$ cat config.mk
export PLATFORM = sky130hd
export DESIGN_NAME = trace_buffer
export DESIGN_NICKNAME = d
export VERILOG_FILES = /design/src/rtl/trace_buffer.sv
export SDC_FILE = /design/constraint.sdc
export NUM_CORES = 1
export LEC_CHECK = 0
export BUFFER_PORTS_ARGS = -buffer_cell sky130_fd_sc_hd__clkbuf_2
export CORE_UTILIZATION = 45
export DETAILED_ROUTE_END_ITERATION = 8
export GPL_TIMING_DRIVEN = 0
export HOLD_SLACK_MARGIN = 0.1
export PLACE_DENSITY = 0.68
export SYNTH_ARGS = -nofsm -noshare
export SYNTH_HDL_FRONTEND = slang
export SYNTH_SLANG_ARGS = --single-unit
$ cat constraint.sdc
create_clock -name clk -period 5.2 [get_ports clk]
set_input_delay 0.52 -clock clk [delete_from_list [all_inputs] [get_ports clk]]
set_output_delay 0.52 -clock clk [all_outputs]
set_load 0.02 [all_outputs]
$ cat src/rtl/trace_buffer.sv
// Writeback trace buffer: captures retired register writes into a circular buffer.
// A trigger unit and a post-trigger window control capture; a valid/ready port reads the buffer out.
module trace_buffer #(
  parameter int DATA_W     = 32,
  parameter int PC_W       = 16,
  parameter int RA_W       = 4,
  parameter int DEPTH_LOG2 = 4,
  parameter int CYC_W      = 32
) (
  input  logic                  clk,
  input  logic                  rst,
  input  logic                  wb_en_i,
  input  logic [RA_W-1:0]       dest_reg_addr_i,
  input  logic [DATA_W-1:0]     wb_data_i,
  input  logic [PC_W-1:0]       pc_i,
  input  logic                  arm_i,
  input  logic [1:0]            trig_mode_i,
  input  logic [PC_W-1:0]       trig_pc_i,
  input  logic [RA_W-1:0]       trig_reg_i,
  input  logic [DEPTH_LOG2:0]   post_cnt_i,
  input  logic                  rd_ready_i,
  output logic                  rd_valid_o,
  output logic [CYC_W-1:0]      rd_cyc_o,
  output logic [PC_W-1:0]       rd_pc_o,
  output logic [RA_W-1:0]       rd_reg_o,
  output logic [DATA_W-1:0]     rd_data_o,
  output logic [DEPTH_LOG2:0]   count_o,
  output logic                  overflow_o,
  output logic [1:0]            state_o,
  output logic [CYC_W-1:0]      cycle_o
);

  localparam int DEPTH = 2 ** DEPTH_LOG2;

  typedef enum logic [1:0] {
    S_IDLE  = 2'd0,
    S_ARMED = 2'd1,
    S_POST  = 2'd2,
    S_DONE  = 2'd3
  } state_e;

  typedef logic [DEPTH_LOG2:0]   cnt_t;
  typedef logic [DEPTH_LOG2-1:0] ptr_t;

  typedef struct packed {
    logic [CYC_W-1:0]  cyc;
    logic [PC_W-1:0]   pc;
    logic [RA_W-1:0]   dest;
    logic [DATA_W-1:0] data;
  } entry_t;

  localparam cnt_t DEPTH_CNT = cnt_t'(DEPTH);

  state_e           state_q, state_d;
  cnt_t             count_q, count_d;
  cnt_t             remaining_q, remaining_d;
  cnt_t             post_cnt_q, post_cnt_d;
  ptr_t             wr_ptr_q, wr_ptr_d;
  logic             overflow_q, overflow_d;
  logic [CYC_W-1:0] cycle_q, cycle_d;
  logic [1:0]       trig_mode_q, trig_mode_d;
  logic [PC_W-1:0]  trig_pc_q, trig_pc_d;
  logic [RA_W-1:0]  trig_reg_q, trig_reg_d;

  entry_t mem [DEPTH];
  entry_t rd_entry;
  ptr_t   rd_ptr;
  logic   capture, trig_hit, full, rd_valid, pop;

  // Oldest entry sits count places behind the write pointer; wraps naturally.
  assign rd_ptr   = wr_ptr_q - count_q[DEPTH_LOG2-1:0];
  assign rd_entry = mem[rd_ptr];
  assign full     = (count_q == DEPTH_CNT);
  assign rd_valid = (state_q == S_DONE) && (count_q != '0);
  assign pop      = rd_valid && rd_ready_i;
  assign capture  = wb_en_i && ((state_q == S_ARMED) || (state_q == S_POST));

  always_comb begin
    unique case (trig_mode_q)
      2'd0:    trig_hit = 1'b1;
      2'd1:    trig_hit = (pc_i == trig_pc_q);
      2'd2:    trig_hit = (dest_reg_addr_i == trig_reg_q);
      default: trig_hit = 1'b0;
    endcase
  end

  // NOTE: every signal gets a default before any branch so no latch is inferred.
  always_comb begin
    state_d     = state_q;
    count_d     = count_q;
    remaining_d = remaining_q;
    post_cnt_d  = post_cnt_q;
    wr_ptr_d    = wr_ptr_q;
    overflow_d  = overflow_q;
    cycle_d     = cycle_q + CYC_W'(1);
    trig_mode_d = trig_mode_q;
    trig_pc_d   = trig_pc_q;
    trig_reg_d  = trig_reg_q;

    unique case (state_q)
      S_IDLE: begin
        if (arm_i) begin
          state_d     = S_ARMED;
          count_d     = '0;
          wr_ptr_d    = '0;
          overflow_d  = 1'b0;
          trig_mode_d = trig_mode_i;
          trig_pc_d   = trig_pc_i;
          trig_reg_d  = trig_reg_i;
          post_cnt_d  = post_cnt_i;
        end
      end
      S_ARMED: begin
        if (!arm_i) begin
          state_d = S_DONE;
        end else if (capture && trig_hit) begin
          remaining_d = post_cnt_q;
          state_d     = (post_cnt_q == '0) ? S_DONE : S_POST;
        end
      end
      S_POST: begin
        if (capture) remaining_d = remaining_q - cnt_t'(1);
        if (!arm_i || (capture && remaining_q == cnt_t'(1))) state_d = S_DONE;
      end
      S_DONE: begin
        if (count_q == '0 && !arm_i) state_d = S_IDLE;
      end
      default: state_d = S_IDLE;
    endcase

    if (capture) begin
      wr_ptr_d = wr_ptr_q + ptr_t'(1);
      if (full) overflow_d = 1'b1;
      else      count_d    = count_q + cnt_t'(1);
    end
    if (pop) count_d = count_q - cnt_t'(1);
  end

  // NOTE: sequential state uses non-blocking assignments so every flop samples pre-edge values.
  always_ff @(posedge clk or negedge rst) begin
    if (!rst) begin
      state_q     <= S_IDLE;
      count_q     <= '0;
      remaining_q <= '0;
      post_cnt_q  <= '0;
      wr_ptr_q    <= '0;
      overflow_q  <= 1'b0;
      cycle_q     <= '0;
      trig_mode_q <= '0;
      trig_pc_q   <= '0;
      trig_reg_q  <= '0;
    end else begin
      state_q     <= state_d;
      count_q     <= count_d;
      remaining_q <= remaining_d;
      post_cnt_q  <= post_cnt_d;
      wr_ptr_q    <= wr_ptr_d;
      overflow_q  <= overflow_d;
      cycle_q     <= cycle_d;
      trig_mode_q <= trig_mode_d;
      trig_pc_q   <= trig_pc_d;
      trig_reg_q  <= trig_reg_d;
    end
  end

  // NOTE: the storage array has no reset; readout is gated by count, so stale contents are never exposed.
  always_ff @(posedge clk) begin
    if (capture) mem[wr_ptr_q] <= '{cyc: cycle_q, pc: pc_i, dest: dest_reg_addr_i, data: wb_data_i};
  end

  assign rd_valid_o = rd_valid;
  assign rd_cyc_o   = rd_valid ? rd_entry.cyc  : '0;
  assign rd_pc_o    = rd_valid ? rd_entry.pc   : '0;
  assign rd_reg_o   = rd_valid ? rd_entry.dest : '0;
  assign rd_data_o  = rd_valid ? rd_entry.data : '0;
  assign count_o    = count_q;
  assign overflow_o = overflow_q;
  assign state_o    = state_q;
  assign cycle_o    = cycle_q;

endmodule

After elaboration in Yosys (flattened, before gate mapping)
Memory sizes are Yosys's and may differ from the RTL's.
Index checks and enable logic that the tools add are counted.
{"block": "op_classes", "addsub": 6, "n_eq_ne": 16, "n_mux": 30, "n_reduce_logical": 21}
{"cell": "32-bit 2-to-1 mux", "count": 2}
{"cell": "5-bit 2-to-1 mux", "count": 8}
{"cell": "32-bit by 1-bit adder with 32-bit output (second input constant)", "count": 1}
{"cell": "16-bit == test", "count": 1}
{"cell": "16-bit 2-to-1 mux", "count": 1}
{"cell": "4-bit 2-to-1 mux", "count": 4}
{"cell": "5-bit logical NOT", "count": 2}
{"cell": "2-bit 2-to-1 mux", "count": 5}
{"cell": "5-bit case mux with 2 select lines", "count": 1}
{"cell": "5-bit by 1-bit subtractor with 5-bit output (second input constant)", "count": 2}
{"cell": "2-bit case mux with 4 select lines", "count": 1}
{"cell": "4-bit AND reduction", "count": 2}
{"cell": "1-bit 2-to-1 mux", "count": 7}
{"cell": "2-bit == test (second input constant)", "count": 3}
{"cell": "1-bit logical AND", "count": 6}
{"cell": "2-bit by 1-bit != test with 1-bit output (second input constant)", "count": 3}
{"cell": "2-bit != test (second input constant)", "count": 3}
{"cell": "2-bit nonzero test", "count": 3}
{"cell": "5-bit by 1-bit adder with 5-bit output (second input constant)", "count": 1}
{"cell": "5-bit by 1-bit == test with 1-bit output (second input constant)", "count": 1}
{"cell": "5-bit == test (second input constant)", "count": 1}
{"cell": "5-bit nonzero test", "count": 1}
{"cell": "4-bit by 1-bit adder with 4-bit output (second input constant)", "count": 1}
{"cell": "2-bit by 1-bit == test with 1-bit output (second input constant)", "count": 2}
{"cell": "8 further kinds", "count": 11}
{"block": "totals", "reg_bits": 76, "ramBits": 1344, "out_inout_bits": 125, "elab_cells": 84, "n_memories": 1}
{"name": "mem", "words": 16, "width": 84, "rd": 1, "rd_clocked_by_memory_dff": 0, "wr": 1, "line_no": "65", "source": "entry_t mem [DEPTH];"}

Longest topological paths before layout
{"block": "depth", "depth_word": 7, "ltp_mapped": 10}

Worst setup path before layout
OpenSTA, ideal clock, no wires.
{"block": "synth_timing", "kind": "reg-to-reg", "startpoint": "reg state_q[0], in the netlist state_o[0]", "endpoint": "mem mem[12][0] (netlist name), enable pin", "setup_ns": 0.452, "t_arrival_ns": 3.347, "required_time_ns": 4.748, "slack_ns": 1.401, "stages_incl_launch_ff": 6, "n_path_buf": 0, "cell_sequence": "dfrtp_1 inv_1 ha_1 and2_0 and3_1 and2_1"}
{"block": "synth_via", "elab_chain_cells": 5, "word_cells_on_any_way": 6}
{"item": "from (decl)", "line_no": "54", "source": "state_e state_q, state_d;"}
{"item": "from (signal assigned)", "line_no": "153", "source": "state_q <= state_d;"}
{"item": "2-bit by 1-bit == test with 1-bit output / 2-bit == test (equally long branches)", "line_no": "76", "source": "assign capture = wb_en_i && ((state_q == S_ARMED) || (state_q == S_POST));"}
{"item": "1-bit logical OR *", "line_no": "76"}
{"item": "1-bit logical AND *", "line_no": "76"}
{"item": "1-bit 2-to-1 mux *", "line_no": "168", "source": "if (capture) mem[wr_ptr_q] <= '{cyc: cycle_q, pc: pc_i, dest: dest_reg_addr_i, data: wb_data_i};"}
{"item": "1-bit 2-to-1 mux (implied by the code) *", "line_no": "168"}
{"item": "to (decl)", "line_no": "65"}
Mark *: on every way between the ends. The rest lies on a longest branch, timed or not.

Final worst setup path
{"block": "layout_timing", "startpoint": "reg wr_ptr_q[0]", "endpoint": "out rd_pc_o[5]"}
{"block": "layout_via", "elab_chain_cells": 3}
{"item": "from (decl)", "line_no": "58", "source": "ptr_t wr_ptr_q, wr_ptr_d;"}
{"item": "from (signal assigned)", "line_no": "157", "source": "wr_ptr_q <= wr_ptr_d;"}
{"item": "4-bit subtractor", "line_no": "71", "source": "assign rd_ptr = wr_ptr_q - count_q[DEPTH_LOG2-1:0];"}
{"item": "memory read 16 x 84 bit"}
{"item": "16-bit 2-to-1 mux", "line_no": "173", "source": "assign rd_pc_o = rd_valid ? rd_entry.pc : '0;"}
{"item": "to (decl)", "line_no": "24", "source": "output logic [PC_W-1:0] rd_pc_o,"}
Every way passes these cells.

==> results by group <==
Timing
  – Final setup vio count: 0
  – Max Clock Skew: 0.0253 ns
  – Slew at the pin with the worst max-slew slack: 1.08 ns
  – Max Freq: 0.199 GHz
  – Endpoints failing hold: 0
  – Shortest clock period the worst path allows after layout: 5.03 ns
  – Final Worst Setup Slack: 0.168 ns
  – Tightest hold margin: about 0.19 ns
  – RSZ-0062 raised after global routing: false
  – Normalized max-slew margin: 0.278
  – Max Transition Viols Final: 0
  – Post-route fraction of the period consumed by the critical path: 0.968

Worst hold path
  – Classification of the worst-slack hold path: in -> reg
  – Worst hold path depth: 1

Floorplanning
  – Die Ht: 354 um
  – Site Rows: about 130
  – Core area: roughly 0.12 mm^2
  – Horizontal die dimension: 354 um
  – Die Area: approximately 0.13 mm^2
  – Starting density of the core: 0.456
  – Count of pins on the block boundary: 209

Synth
  – Most instantiated library cell after synthesis: edfxtp_1
  – Net count after synthesis: ~2600
  – Total standard cell area after synthesis: approximately 0.056 mm^2
  – Share of synthesized area occupied by flip-flops and latches: 0.759
  – Synthesized flop and latch total: roughly 1400
  – Number of unique standard cell types used by synthesis: 54
  – Synthesized netlist cell count: ~2500
  – Top post-synthesis cells by count: 1344 x edfxtp_1, 336 x mux4_2, 101 x a211oi_1, 98 x and2_1, 85 x mux2i_1
  – Prevailing post-synth register cell: edfxtp_1
  – Area share of the leading cell type in the synthesized netlist: 0.725
  – Share of flip-flops with an asynchronous set or reset after synthesis: 0.0535
  – Largest cells by area after synthesis: edfxtp_1 73%, mux4_2 14%, dfrtp_1 3.4%, a211oi_2 1.6%, mux2i_1 1.5%
  – Number of warning messages in the yosys log: 0
  – Average footprint of a synthesized cell: about 22 um^2
  – Count of flip-flops with a built-in enable after synthesis: between 1000 and 1500
  – Largest area contributor in the netlist: edfxtp_1

Status
  – Run status: completed

Clock tree
  – TritonCTS sink count: between 1000 and 1500
  – Clock edge transition at the registers on the reported setup and hold paths: 0.06 ns
  – Clk root buf: clkbuf_16
  – Clock insertion delay at the later pin of the skew report: about 0.75 ns
  – Number of buffers on the longest clock path: 3
  – TritonCTS Buffers: 142
  – CTS tree: yes
  – CTS H-tree depth: 4

Setup path
  – Worst path most repeated cell: a211oi_2
  – Reg2Reg Depth: 7
  – Ordered list of cells on the worst path: inv_1 > ha_1 > fa_1 > buf_2 > buf_1 > mux4_2 > a211oi_2 > a211oi_2 > clkbuf_2
  – Kind of launch point of the worst setup path: register
  – Slowest cell delay on critical path: between 0.6 and 0.7 ns
  – Critical Path Fanout Max: 10
  – Critical Path AT: about 4.5 ns
  – Highest-delay cell along the critical path: buf_1
  – Critical path class: reg -> out
  – Critical path capture point type: output pin
  – Required time of the critical path: 4.68 ns

Drt
  – Post-route DRC: 0
  – Total Routed Length: approximately 130 mm
  – Residual antenna-violating net count after detailed routing: 0
  – Length of the first detailed-routing pass in iterations: 6
  – Via total after detailed routing: 27500
  – Routed wire length per instance: 28.9 um
  – Vias per inst: 5.90
  – Number of design-rule violations left by the first detailed-router iteration: 2997

GRT
  – Global routing usage summed across all routing layers: 0.216
  – Number of global-route vias before repair: 28600
  – Grt total ovfl: 0
  – Number of antenna violations at the first check in global routing: 12
  – Maximum number of pins on one net before global-route repair: 48
  – Wire length of the first global-routing pass: about 200 mm

Final layout
  – Layout Nets: approximately 3000
  – Proportion of layout cells with a drive suffix above 1: 0.328
  – Area grow syn2layout: 15.9%

Placement
  – Pre-CTS WS: -0.0621 ns
  – Count of buffers from port buffering: ~210
  – Routability congestion estimate from global placement: just over 0.8
  – Detailed placer's ending HPWL: 82.6 mm

Job
  – Max-cap check violation count: 0
## path summary, 6_finish.rpt
path	slack (ns)	start	to
min reg2reg	0.52	overflow_o	overflow_o
min	0.19	wb_data_i[31]	mem[2][31]
max	0.17	wr_ptr_q[0]	rd_pc_o[5]
max reg2reg	2.04	state_o[0]	mem[13][17]
max in group asynchronous	4.22	rst	cycle_o[11]
min in group asynchronous	0.30	rst	post_cnt_q[3]
## registers in the layout (all words and copies together) (netlist names)
name	count
state_o	2
trig_pc_q	16
count_o	5
trig_mode_q	2
cycle_o	32
trig_reg_q	4
overflow_o	1
mem	1344
wr_ptr_q	4
post_cnt_q	5
remaining_q	5
## through the flow
step / util / instance area [um^2] / cells / TNS (ns)
floorplan: - / 55700 / 2517 / 0
global placement: 0.481 / 58700 / 4349 / -1067.97
detailed placement: 0.488 / 59600 / 4382 / -0.0669
CTS: 0.528 / 64500 / 4668 / 0
global route: 0.528 / 64500 / 4668 / 0
finish: 0.528 / 64500 / 4670 / 0
## final cells by class
class	instances	area, um^2
diodes	2	5.00
inverters	17	63.8
multi-input cells	943	12700
clock buffers	185	3840
well taps	1625	2030
flip-flops and latches	1420	42300
clock inverters	71	633
plain buffers	137	812
repair buffers	270	2170
fillers	9249	57700
## routing by layer
metal,vias up,GRT usage,routed length (um),share of wire
met4,16,0.0562,2810,0.021
met2,1161,0.356,66500,0.49
met1,14700,0.296,54600,0.40
li1,11400,-,-,-
met5,-,0,90,0.00067
met3,189,0.0435,10800,0.080
## cell families (layout without fill, tap and decap cells)
| group | count (synthesis) | in the layout | share of synthesized area |
|---|---|---|---|
| DFF | 1420 | 1420 | 0.759 |
| muxes | 449 | 449 | 0.157 |
| AOI/OAI and AO/OA | 216 | 216 | 0.0348 |
| and+or+nand+nor | 205 | 205 | 0.0206 |
| buffers and inverters | 154 | 680 | 0.0155 |
| xor gates and xnor gates | 56 | 56 | 0.00908 |
| adders and majority gates | 17 | 17 | 0.00396 |
| other | 0 | 2 | 0 |
## timing repair
item | 4_1_cts | 5_1_grt
pin swaps | 1 | 0
resized for setup | 24 | 9
buffers inserted | 2 | 0
hold endpoints to repair | 56 | 0
endpoints found under the setup margin | 84 | 7
hold buffers | 28 | 0
## placed cells by master (no fill, tap or decap), types with 16 or more instances in the layout
cell type | netlist | layout
buf_6 | 27 | 27
mux2_2 | 28 | 28
a211oi_1 | 101 | 82
mux4_2 | 336 | 336
clkbuf_1 | 46 | 73
clkbuf_16 | 0 | 145
xnor2_1 | 41 | 41
nand2_1 | 27 | 27
mux2i_1 | 85 | 85
clkbuf_2 | 0 | 213
ha_1 | 16 | 16
and2_1 | 98 | 86
inv_1 | 17 | 17
edfxtp_1 | 1344 | 1344
clkinv_1 | 0 | 33
dlygate4sd3_1 | 0 | 28
nor2_1 | 19 | 19
buf_2 | 52 | 51
buf_16 | 0 | 23
nand3_1 | 19 | 19
dfrtp_1 | 76 | 76
a211oi_2 | 69 | 88
## critical path, delay by kind of cell (launching register included)
family / cells / cell delay, ns
buffers and inverters: 4 / 1.51
flip-flops: 1 / 0.44
multiplexers: 1 / 0.37
adder cells (fa/ha/maj): 2 / 0.84
AO/OA/AOI/OAI: 2 / 0.61
Power is left out: the tool's default activity adds up to more than one toggle a clock period on the data nets, which glitch-free logic cannot reach.
